$ cat config.mk
export PLATFORM = sky130hd
export DESIGN_NAME = decode_issue_stage
export DESIGN_NICKNAME = d
export VERILOG_FILES = /design/src/rtl/issue_pkg.sv /design/src/rtl/reg_scoreboard.sv /design/src/rtl/decode_issue_stage.sv
export SDC_FILE = /design/constraint.sdc
export NUM_CORES = 1
export LEC_CHECK = 0
export BUFFER_PORTS_ARGS = -buffer_cell sky130_fd_sc_hd__buf_2
export CAP_MARGIN = 20
export CORE_MARGIN = 1
export CORE_UTILIZATION = 50
export CTS_BUF_LIST = sky130_fd_sc_hd__clkbuf_8 sky130_fd_sc_hd__clkbuf_16
export DETAILED_ROUTE_END_ITERATION = 12
export GPL_ROUTABILITY_DRIVEN = 1
export PLACE_DENSITY_LB_ADDON = 0.08
export SYNTH_ARGS = -nofsm -noshare
export SYNTH_HDL_FRONTEND = slang
export SYNTH_SLANG_ARGS = --single-unit
$ cat constraint.sdc
create_clock -name clk -period 5.9 [get_ports clk]
set_input_delay 0.885 -clock clk [delete_from_list [all_inputs] [get_ports clk]]
set_output_delay 0.885 -clock clk [all_outputs]
set_load 0.005 [all_outputs]
$ cat src/rtl/issue_pkg.sv
// Shared types for the decode/issue boundary.
// Register indices, scoreboard vector and instruction bundle.
package issue_pkg;

  localparam int ISSUE_NUM_REGS = 32;
  localparam int REG_ADDR_W     = 5;
  localparam int XLEN           = 32;

  localparam logic [REG_ADDR_W-1:0] REGISTER_X0 = '0;

  typedef logic [ISSUE_NUM_REGS-1:0] scoreboard_t;

  typedef enum logic [2:0] {
    OP_ALU    = 3'd0,
    OP_LOAD   = 3'd1,
    OP_STORE  = 3'd2,
    OP_BRANCH = 3'd3,
    OP_JUMP   = 3'd4,
    OP_SYSTEM = 3'd5
  } op_class_e;

  typedef struct packed {
    logic [REG_ADDR_W-1:0] rs1;
    logic [REG_ADDR_W-1:0] rs2;
    logic [REG_ADDR_W-1:0] rd;
  } reg_file_read_params_t;

  typedef struct packed {
    logic [XLEN-1:0] pc;
    logic [XLEN-1:0] insn;
    op_class_e       op;
  } instr_packet;

  function automatic logic is_x0(input logic [REG_ADDR_W-1:0] idx);
    return idx == REGISTER_X0;
  endfunction

endpackage

$ cat src/rtl/reg_scoreboard.sv
// Pending-write scoreboard: one busy bit per register.
// A same-cycle set beats any clear since its writer is younger.
module reg_scoreboard
  import issue_pkg::*;
#(
  parameter int NUM_REGS = ISSUE_NUM_REGS
) (
  input  logic                  clk,
  input  logic                  rst,
  input  logic                  set_en,
  input  logic [REG_ADDR_W-1:0] set_idx,
  input  logic                  clr_en,
  input  logic [REG_ADDR_W-1:0] clr_idx,
  input  logic                  flush_clr_en,
  input  logic [REG_ADDR_W-1:0] flush_clr_idx,
  output logic [NUM_REGS-1:0]   busy
);

  localparam logic [NUM_REGS-1:0] ONE = NUM_REGS'(1);

  logic [NUM_REGS-1:0] r_busy;
  logic [NUM_REGS-1:0] w_set;
  logic [NUM_REGS-1:0] w_clr;
  logic [NUM_REGS-1:0] w_fclr;
  logic [NUM_REGS-1:0] w_next;

  always_comb begin
    w_set  = '0;
    w_clr  = '0;
    w_fclr = '0;
    if (set_en && !is_x0(set_idx))
      w_set = ONE << set_idx;
    if (clr_en && !is_x0(clr_idx))
      w_clr = ONE << clr_idx;
    if (flush_clr_en && !is_x0(flush_clr_idx))
      w_fclr = ONE << flush_clr_idx;
    w_next = (r_busy & ~w_clr & ~w_fclr) | w_set;
  end

  always_ff @(posedge clk or posedge rst) begin
    if (rst)
      r_busy <= '0;
    else
      r_busy <= w_next;
  end

  assign busy = r_busy;

endmodule

$ cat src/rtl/decode_issue_stage.sv
// Issue stage: holds one decoded instruction for execute and
// stalls decode on RAW/WAW hazards against pending writes.
module decode_issue_stage
  import issue_pkg::*;
#(
  parameter int NUM_REGS    = ISSUE_NUM_REGS,
  parameter int STALL_CNT_W = 16
) (
  input  logic                    clk,
  input  logic                    rst,
  input  logic                    in_valid,
  output logic                    in_ready,
  input  instr_packet             in_instr,
  input  reg_file_read_params_t   in_params,
  input  logic                    in_writes_rd,
  output logic                    out_valid,
  input  logic                    out_ready,
  output instr_packet             out_instr,
  output reg_file_read_params_t   out_params,
  input  logic                    wb_valid,
  input  logic [REG_ADDR_W-1:0]   wb_rd,
  input  logic                    flush,
  output logic [NUM_REGS-1:0]     busy_mask,
  output logic [STALL_CNT_W-1:0]  stall_cnt
);

  logic                   r_valid;
  instr_packet            r_instr;
  reg_file_read_params_t  r_params;
  logic                   r_held_wr;
  logic [STALL_CNT_W-1:0] r_stall;

  logic [NUM_REGS-1:0]    w_busy;
  logic                   w_rs1_busy;
  logic                   w_rs2_busy;
  logic                   w_rd_busy;
  logic                   w_hazard;
  logic                   w_accept;
  logic                   w_sets_rd;
  logic                   w_flush_clr;

  // Hazards look only at the registered scoreboard: no wb bypass.
  always_comb begin
    w_rs1_busy = !is_x0(in_params.rs1) && w_busy[in_params.rs1];
    w_rs2_busy = !is_x0(in_params.rs2) && w_busy[in_params.rs2];
    w_rd_busy  = in_writes_rd && !is_x0(in_params.rd)
                 && w_busy[in_params.rd];
    w_hazard   = in_valid && (w_rs1_busy || w_rs2_busy || w_rd_busy);
  end

  assign in_ready    = !w_hazard && !flush && (!r_valid || out_ready);
  assign w_accept    = in_valid && in_ready;
  assign w_sets_rd   = in_writes_rd && !is_x0(in_params.rd);
  assign w_flush_clr = flush && r_valid && r_held_wr;

  always_ff @(posedge clk or posedge rst) begin
    if (rst) begin
      r_valid   <= 1'b0;
      r_instr   <= '0;
      r_params  <= '0;
      r_held_wr <= 1'b0;
    end else if (flush) begin
      r_valid   <= 1'b0;
    end else if (w_accept) begin
      r_valid   <= 1'b1;
      r_instr   <= in_instr;
      r_params  <= in_params;
      r_held_wr <= w_sets_rd;
    end else if (out_ready) begin
      r_valid   <= 1'b0;
    end
  end

  always_ff @(posedge clk or posedge rst) begin
    if (rst)
      r_stall <= '0;
    else if (w_hazard && !flush && !(&r_stall))
      r_stall <= r_stall + 1'b1;
  end

  reg_scoreboard #(
    .NUM_REGS (NUM_REGS)
  ) u_sb (
    .clk           (clk),
    .rst           (rst),
    .set_en        (w_accept && in_writes_rd),
    .set_idx       (in_params.rd),
    .clr_en        (wb_valid),
    .clr_idx       (wb_rd),
    .flush_clr_en  (w_flush_clr),
    .flush_clr_idx (r_params.rd),
    .busy          (w_busy)
  );

  assign out_valid  = r_valid;
  assign out_instr  = r_instr;
  assign out_params = r_params;
  assign busy_mask  = w_busy;
  assign stall_cnt  = r_stall;

endmodule

==> results of run 1 <==
==> stage by stage <==
stage / hold WS (ps) / total power, mW / utilization, % / instances / instance area [um2]
2_1_floorplan: 480 / 1.61 / - / 501 / 6460
3_3_place_gp: 463 / 1.93 / 60.7 / 872 / 7660
3_5_place_dp: 459 / 1.96 / 60.7 / 872 / 7660
4_1_cts: 472 / 2.95 / 65.1 / 902 / 8220
5_1_grt: 390 / 3.08 / 65.3 / 903 / 8240
6_report: 381 / 2.93 / 65.3 / 903 / 8240
==> layout make-up <==
class                      instances  area, um2  area share [%]
clock buffer                      20        467            5.66
clock inverter                    10       85.1            1.03
sequential                       132       3300            40.1
inverter                           5       21.3           0.258
timing repair buffer             229       1180            14.3
multi-input combinational        335       2980            36.1
tap                              172        215            2.61
==> worst paths after layout <==
check                      cells after the start          start       endpoint  slack [ps]
hold reg to reg                                0   u_sb.busy[0]   u_sb.busy[0]         470
setup reg to reg                               8  u_sb.busy[30]  u_sb.busy[21]        2490
max in group asynchronous                      4            rst  u_sb.busy[31]        4280
min in group clk                               0   u_sb.busy[0]   u_sb.busy[0]         470
setup / recovery                               8   in_params[0]       in_ready        1650
hold / removal                                 2            rst  out_instr[52]         380
==> placed cells by master (no fill, tap or decap), drive strengths merged, types with 2 or more instances in the layout <==
master and count:
buf 229, dfrtp 132, mux2 86, o21ai 31
nand2 28, o221ai 27, mux4 22, nand3 21
clkbuf 20, nor2 15, xnor2 13, nand2b 11
nand4 10, mux2i 9, and3 8, inv 8
nor2b 7, nand3b 5, o22ai 4, nand4b 4
o31ai 4, clkinv 4, or3 3, and2 3
nor4 3, nor3 2, a211o 2, nor3b 2
or2 2, o41ai 2, clkinvlp 2
==> cells by family (layout without fill, tap and decap cells) <==
group	count (synthesis)	after routing	synth area share [%]
AOI/OAI and AO/OA	77	77	8.62
buffers and inverters	34	264	2.92
DFF	132	132	51.1
muxes	117	117	24.1
xor gates and xnor gates	13	13	1.76
and+or+nand+nor	127	127	11.3
adders and majority gates	1	1	0.194
==> sequential cells by signal, indices dropped and copies added (netlist names) <==
name / flops
out_instr: 67
r_held_wr: 1
out_params: 15
u_sb.busy: 32
out_valid: 1
stall_cnt: 16
==> power by group through the flow <==
stage | combinational (mW) | sequential, mW | clock, mW
after global placement | 0.673 | 1.26 | 0
after global routing | 0.755 | 1.29 | 1.04
final | 0.684 | 1.26 | 0.986
after detailed placement | 0.687 | 1.27 | 0
after floorplan | 0.352 | 1.26 | 0
after CTS | 0.689 | 1.26 | 1.00
==> worst max-delay path, stage by stage <==
cell      delay (ps)
buf_2            270
mux4_2           550
mux4_2           470
nand3_1          100
o41ai_1          110
or3_1            600
a21boi_1         240
buf_2            140
==> metal layers <==
| metal | GRT usage, % | wire length (um) | part of all wire (%) | vias up |
|---|---|---|---|---|
| met3 | 6.96 | 1680 | 9.4 | 40 |
| met1 | 35.2 | 6900 | 39 | 2604 |
| met4 | 11.0 | 357 | 2.0 | 0 |
| li1 | - | - | - | 2343 |
| met2 | 45.1 | 8890 | 50 | 308 |
| met5 | 0 | 0 | 0 | - |
==> impl_metrics.json, run 1 <==
{
  "yosysTopAreaCellShare_pct": 51.1,
  "p_int_mw": 2.08,
  "via_count": 5295,
  "critPathKind": "in2out",
  "end_kind": "output pin",
  "clkTransAtPathRegs_ps": 50,
  "cts_tree": "built",
  "p_seq_share_pct": 43.1,
  "dr.pass1.iters": 5,
  "drc": 0,
  "worst_ep_required_time_ps": 5020,
  "ir_drop_v": 0.000240,
  "skew_ps": 12.9,
  "crit_fanout": 16,
  "dieArea_um2": 13400,
  "synthesis.nets": 596,
  "netlist-cell-type-count": 47,
  "dpl.hpwl_um": 12800,
  "area_growth_syn_to_layout_pct": 27.6,
  "switching_share_pct": 28.9,
  "die-height_um": 116,
  "pwr_density_cell_nw_per_um2": 356,
  "status": "finished clean",
  "initial_core_util_pct": 51.2,
  "synth-edff-count": 0,
  "setup_viol": 0,
  "seq_area_frac_synth_pct": 51.1,
  "ys_async_sr_fraction_pct": 100,
  "drtIter0Drc": 396,
  "ys_top_cells_by_count": "132 x dfrtp_1, 86 x mux2_2, 28 x nand2_1, 27 x o221ai_1, 22 x mux4_2",
  "maxSlewViolCount": 0,
  "clockRootBuffer": "clkbuf_16",
  "antenna_found_initial": 0,
  "synth_top_area_cell": "dfrtp_1",
  "avgRoutedWirePerCell_um": 19.7,
  "netlist_top_cells_area": "dfrtp_1 51%, mux2_2 15%, mux4_2 7.7%",
  "place_ws_ps": 1650,
  "fill_cells": 993,
  "final_nets": 815,
  "worst_slack_ps": 1650,
  "drv_cap": 0,
  "cts-buffers-inserted": 17,
  "via_per_inst": 5.86,
  "pwr-share-clk_pct": 33.6,
  "globalRouteOverflowTotal": 0,
  "io_buffers": 225,
  "core-area_um2": 12600,
  "post_cts_buffers": 0,
  "io_pins": 226,
  "drive_gt1_share_pct": 52.0,
  "clock_sinks": 132,
  "fin_crit_ps": 4250,
  "yosys_warnings": 0,
  "p_switching_mw": 0.847,
  "htree_levels": 4,
  "tightest_slew_ps": 866,
  "fmax_mhz": 235,
  "grt_pass1_vias": 5106,
  "grt_use_total_pct": 27.5,
  "synth_ff_type": "dfrtp_1",
  "postSynthCellCount": 501,
  "min_path_type": "in2async",
  "rows": 41,
  "place_congestion": 0.958,
  "cp_data_arrival_time_ps": 3370,
  "synth.avg_cell_area_um2": 12.9,
  "totalWireLength_um": 17800,
  "finalSetupTns_ps": 0,
  "leakagePower_nw": 3.82,
  "synth.most_common_cell": "dfrtp_1",
  "fin_crit_sh_pct": 72.0,
  "rsz0062_at_grt": "false",
  "critPathLaunchType": "primary input",
  "grt_pass1_wl_um": 27300,
  "grt_max_degree": 90,
  "cts.repair.resized": 0,
  "finalHoldViolations": 0,
  "die_w_um": 116,
  "ant_nets": 0,
  "syn_area_um2": 6460,
  "cts_hold_buf": 0,
  "ys_ff_latch": 132,
  "clk_latency_ps": 420,
  "power_frac_comb_pct": 23.3,
  "diodes": 0,
  "cts_buffer_depth": 2,
  "timing.slew.headroom_pct": 42.3
}
(Power assumes the default switching activity.)
==> inputs of run 2 (changes only) <==
--- a/config.mk
+++ b/config.mk
@@ -5,10 +5,11 @@
 export SDC_FILE = /design/constraint.sdc
 export NUM_CORES = 1
 export LEC_CHECK = 0
+export ABC_AREA = 1
 export BUFFER_PORTS_ARGS = -buffer_cell sky130_fd_sc_hd__buf_2
 export CAP_MARGIN = 20
 export CORE_MARGIN = 1
-export CORE_UTILIZATION = 50
+export CORE_UTILIZATION = 47
 export CTS_BUF_LIST = sky130_fd_sc_hd__clkbuf_8 sky130_fd_sc_hd__clkbuf_16
 export DETAILED_ROUTE_END_ITERATION = 12
 export GPL_ROUTABILITY_DRIVEN = 1
==> constraint.sdc (replaced) <==
create_clock -name clk -period 3.5 [get_ports clk]
set_input_delay 0.525 -clock clk [delete_from_list [all_inputs] [get_ports clk]]
set_output_delay 0.525 -clock clk [all_outputs]
set_load 0.005 [all_outputs]
==> impl_metrics.json, run 2 <==
{
  "status": "finished clean",
  "rrSetupSlack_ps": 1150,
  "fmax_mhz": 380,
  "dpl.hpwl_um": 17000,
  "netlist_top_cells_area": "dfrtp_1 46%, nand2_1 23%, nand3_1 5.7%",
  "drc": 0,
  "netlist-cell-type-count": 34,
  "register_area_um2": 3300,
  "die-height_um": 126,
  "diodes": 0,
  "final_nets": 1316,
  "globalRouteOverflowTotal": 0,
  "power_frac_comb_pct": 27.6,
  "core-area_um2": 14800,
  "p_int_mw": 3.55,
  "dr.pass1.iters": 8,
  "worst_ep_required_time_ps": 2970,
  "rsz0062_at_grt": "false",
  "drv_cap": 0,
  "r2r_start": "u_sb.busy[5]",
  "avgRoutedWirePerCell_um": 16.3,
  "fin_crit_sh_pct": 75.2,
  "finalHoldViolations": 0,
  "ys_top_cells_by_count": "450 x nand2_1, 132 x dfrtp_1, 82 x nand3_1, 77 x inv_1, 75 x nor2_1",
  "synth-xor-area-share_pct": 1.70,
  "end_kind": "output pin",
  "switching_share_pct": 33.9,
  "grt_use_total_pct": 30.1,
  "largest_reg_flops": 67,
  "critPathLaunchType": "primary input",
  "multi_input_area_um2": 3320,
  "ys_async_sr_fraction_pct": 100,
  "drive_gt1_share_pct": 23.5,
  "total_power_mw": 5.38,
  "die_w_um": 126,
  "grt_pass1_wl_um": 37100,
  "clock_sinks": 132,
  "grt_max_degree": 57,
  "clockRootBuffer": "clkbuf_16",
  "cts_tree": "built",
  "worst_slack_ps": 869,
  "p_switching_mw": 1.82,
  "yosys.area_share.adder_pct": 0.173,
  "leakagePower_nw": 4.96,
  "drtIter0Drc": 821,
  "synth.most_common_cell": "nand2_1",
  "cts.repair.resized": 0,
  "muxShareOfSynthArea_pct": 0,
  "final_common_cell": "nand2_1",
  "yosysTopAreaCellShare_pct": 45.7,
  "critPathKind": "in2out",
  "finalSetupTns_ps": 0,
  "syn_area_um2": 7230,
  "min_path_type": "in2async",
  "cts_hold_buf": 0,
  "fin_crit_ps": 2630,
  "maxSlewViolCount": 0,
  "postSynthCellCount": 1005,
  "via_per_inst": 5.28,
  "ant_nets": 0,
  "io_pins": 226,
  "pwr-share-clk_pct": 30.7,
  "rows": 44,
  "ys_ff_latch": 132,
  "area_growth_syn_to_layout_pct": 24.3,
  "fill_cells": 1438,
  "synth.avg_cell_area_um2": 7.19,
  "setup_viol": 0,
  "synth-edff-count": 0,
  "synthesis.nets": 1100,
  "totalWireLength_um": 23100,
  "io_buffers": 225,
  "synth_top_family_by_area": "simple AND/OR/NAND/NOR gates",
  "timing.slew.headroom_pct": 59.2,
  "synth_ff_type": "dfrtp_1",
  "p_seq_share_pct": 41.7,
  "grt_pass1_vias": 7075,
  "initial_core_util_pct": 49.0,
  "clk_latency_ps": 430,
  "seq_area_frac_synth_pct": 45.7,
  "synth-compound-area-share_pct": 7.04,
  "cts-buffers-inserted": 17,
  "place_congestion": 0.953,
  "post_cts_buffers": 0,
  "worstSetupStartpoint": "in_params[10]",
  "htree_levels": 4,
  "via_count": 7481,
  "synth_top_area_cell": "dfrtp_1",
  "antenna_found_initial": 0,
  "dieArea_um2": 15900,
  "pwr_density_cell_nw_per_um2": 598,
  "skew_ps": 10.5,
  "cts_buffer_depth": 2,
  "ir_drop_v": 0.000360,
  "design_area_um2": 8980,
  "yosys_warnings": 0,
  "yosys.area_share.simple_pct": 36.9,
  "cp_data_arrival_time_ps": 2110,
  "final_cell_mix": "450 x nand2_1, 225 x buf_2, 132 x dfrtp_1",
  "placed_cell_area_um2": 8440,
  "crit_fanout": 18,
  "tightest_slew_ps": 606,
  "place_ws_ps": 725,
  "clkTransAtPathRegs_ps": 60
}
[run 2: cell count changes in the layout (fill, tap and decap cells not counted), sizes merged, moves of 14 or more]
cell and delta:
o221ai -27, mux4 -22, nand2 +422, a221o +14, nand3 +61, nor2 +63, inv +79, nor3 +14
mux2 -86
[run 2: layer usage]
layer	GRT usage (%)	wire, um	vias to the layer above
met2	44.8	10100	400
met5	0	0	-
met1	41.4	10200	3397
met4	11.5	621	0
li1	-	-	3629
met3	8.88	2170	55
[run 2: stage by stage]
stage / cells / util [%] / hold WS, ps
after detailed placement: 1386 / 57.2 / 386
after global routing: 1416 / 60.9 / 153
after CTS: 1416 / 60.9 / 124
after global placement: 1386 / 57.2 / 385
final: 1416 / 60.9 / 121
after floorplan: 1005 / - / 459
[run 2: power by group through the flow]
| stage | Combinational [mW] | Clock (mW) | Sequential, mW |
|---|---|---|---|
| 2_1_floorplan | 0.756 | 0 | 2.23 |
| 4_1_cts | 1.49 | 1.68 | 2.23 |
| 3_5_place_dp | 1.49 | 0 | 2.24 |
| 5_1_grt | 1.66 | 1.76 | 2.29 |
| 3_3_place_gp | 1.46 | 0 | 2.25 |
| 6_report | 1.48 | 1.65 | 2.24 |
[run 2: cell families after synthesis]
family                     Yosys count
and+or+nand+nor                    654
DFF                                132
buffers and inverters              131
AOI/OAI and AO/OA                   73
xor gates and xnor gates            14
adders and majority gates            1
[run 2: layout make-up]
cell class | count | share of cell area, %
clock inverter | 11 | 1.00
clock buffer | 19 | 5.04
timing repair buffer | 240 | 13.9
sequential | 132 | 36.8
tap | 184 | 2.56
inverter | 88 | 3.76
multi-input combinational | 742 | 36.9
[run 2: worst paths after layout]
path / depth (start not counted) / endpoint
max: 15 / in_ready
max in group asynchronous: 4 / u_sb.busy[17]
min: 2 / out_instr[65]
max reg2reg: 16 / out_instr[54]
min in group clk: 3 / out_instr[32]
min reg2reg: 0 / u_sb.busy[0]
[run 2: worst max-delay path: stages]
cell      delay, ps
buf_2           280
clkinv_2        320
nand2_1         130
nand3_1          80
nand2_1          80
nand2_1          50
nand2_1          50
inv_1            40
nand2_1          60
nand2_1          50
nand2_1          70
nor2_2           60
a21oi_2         130
nor2_1           50
buf_2           130
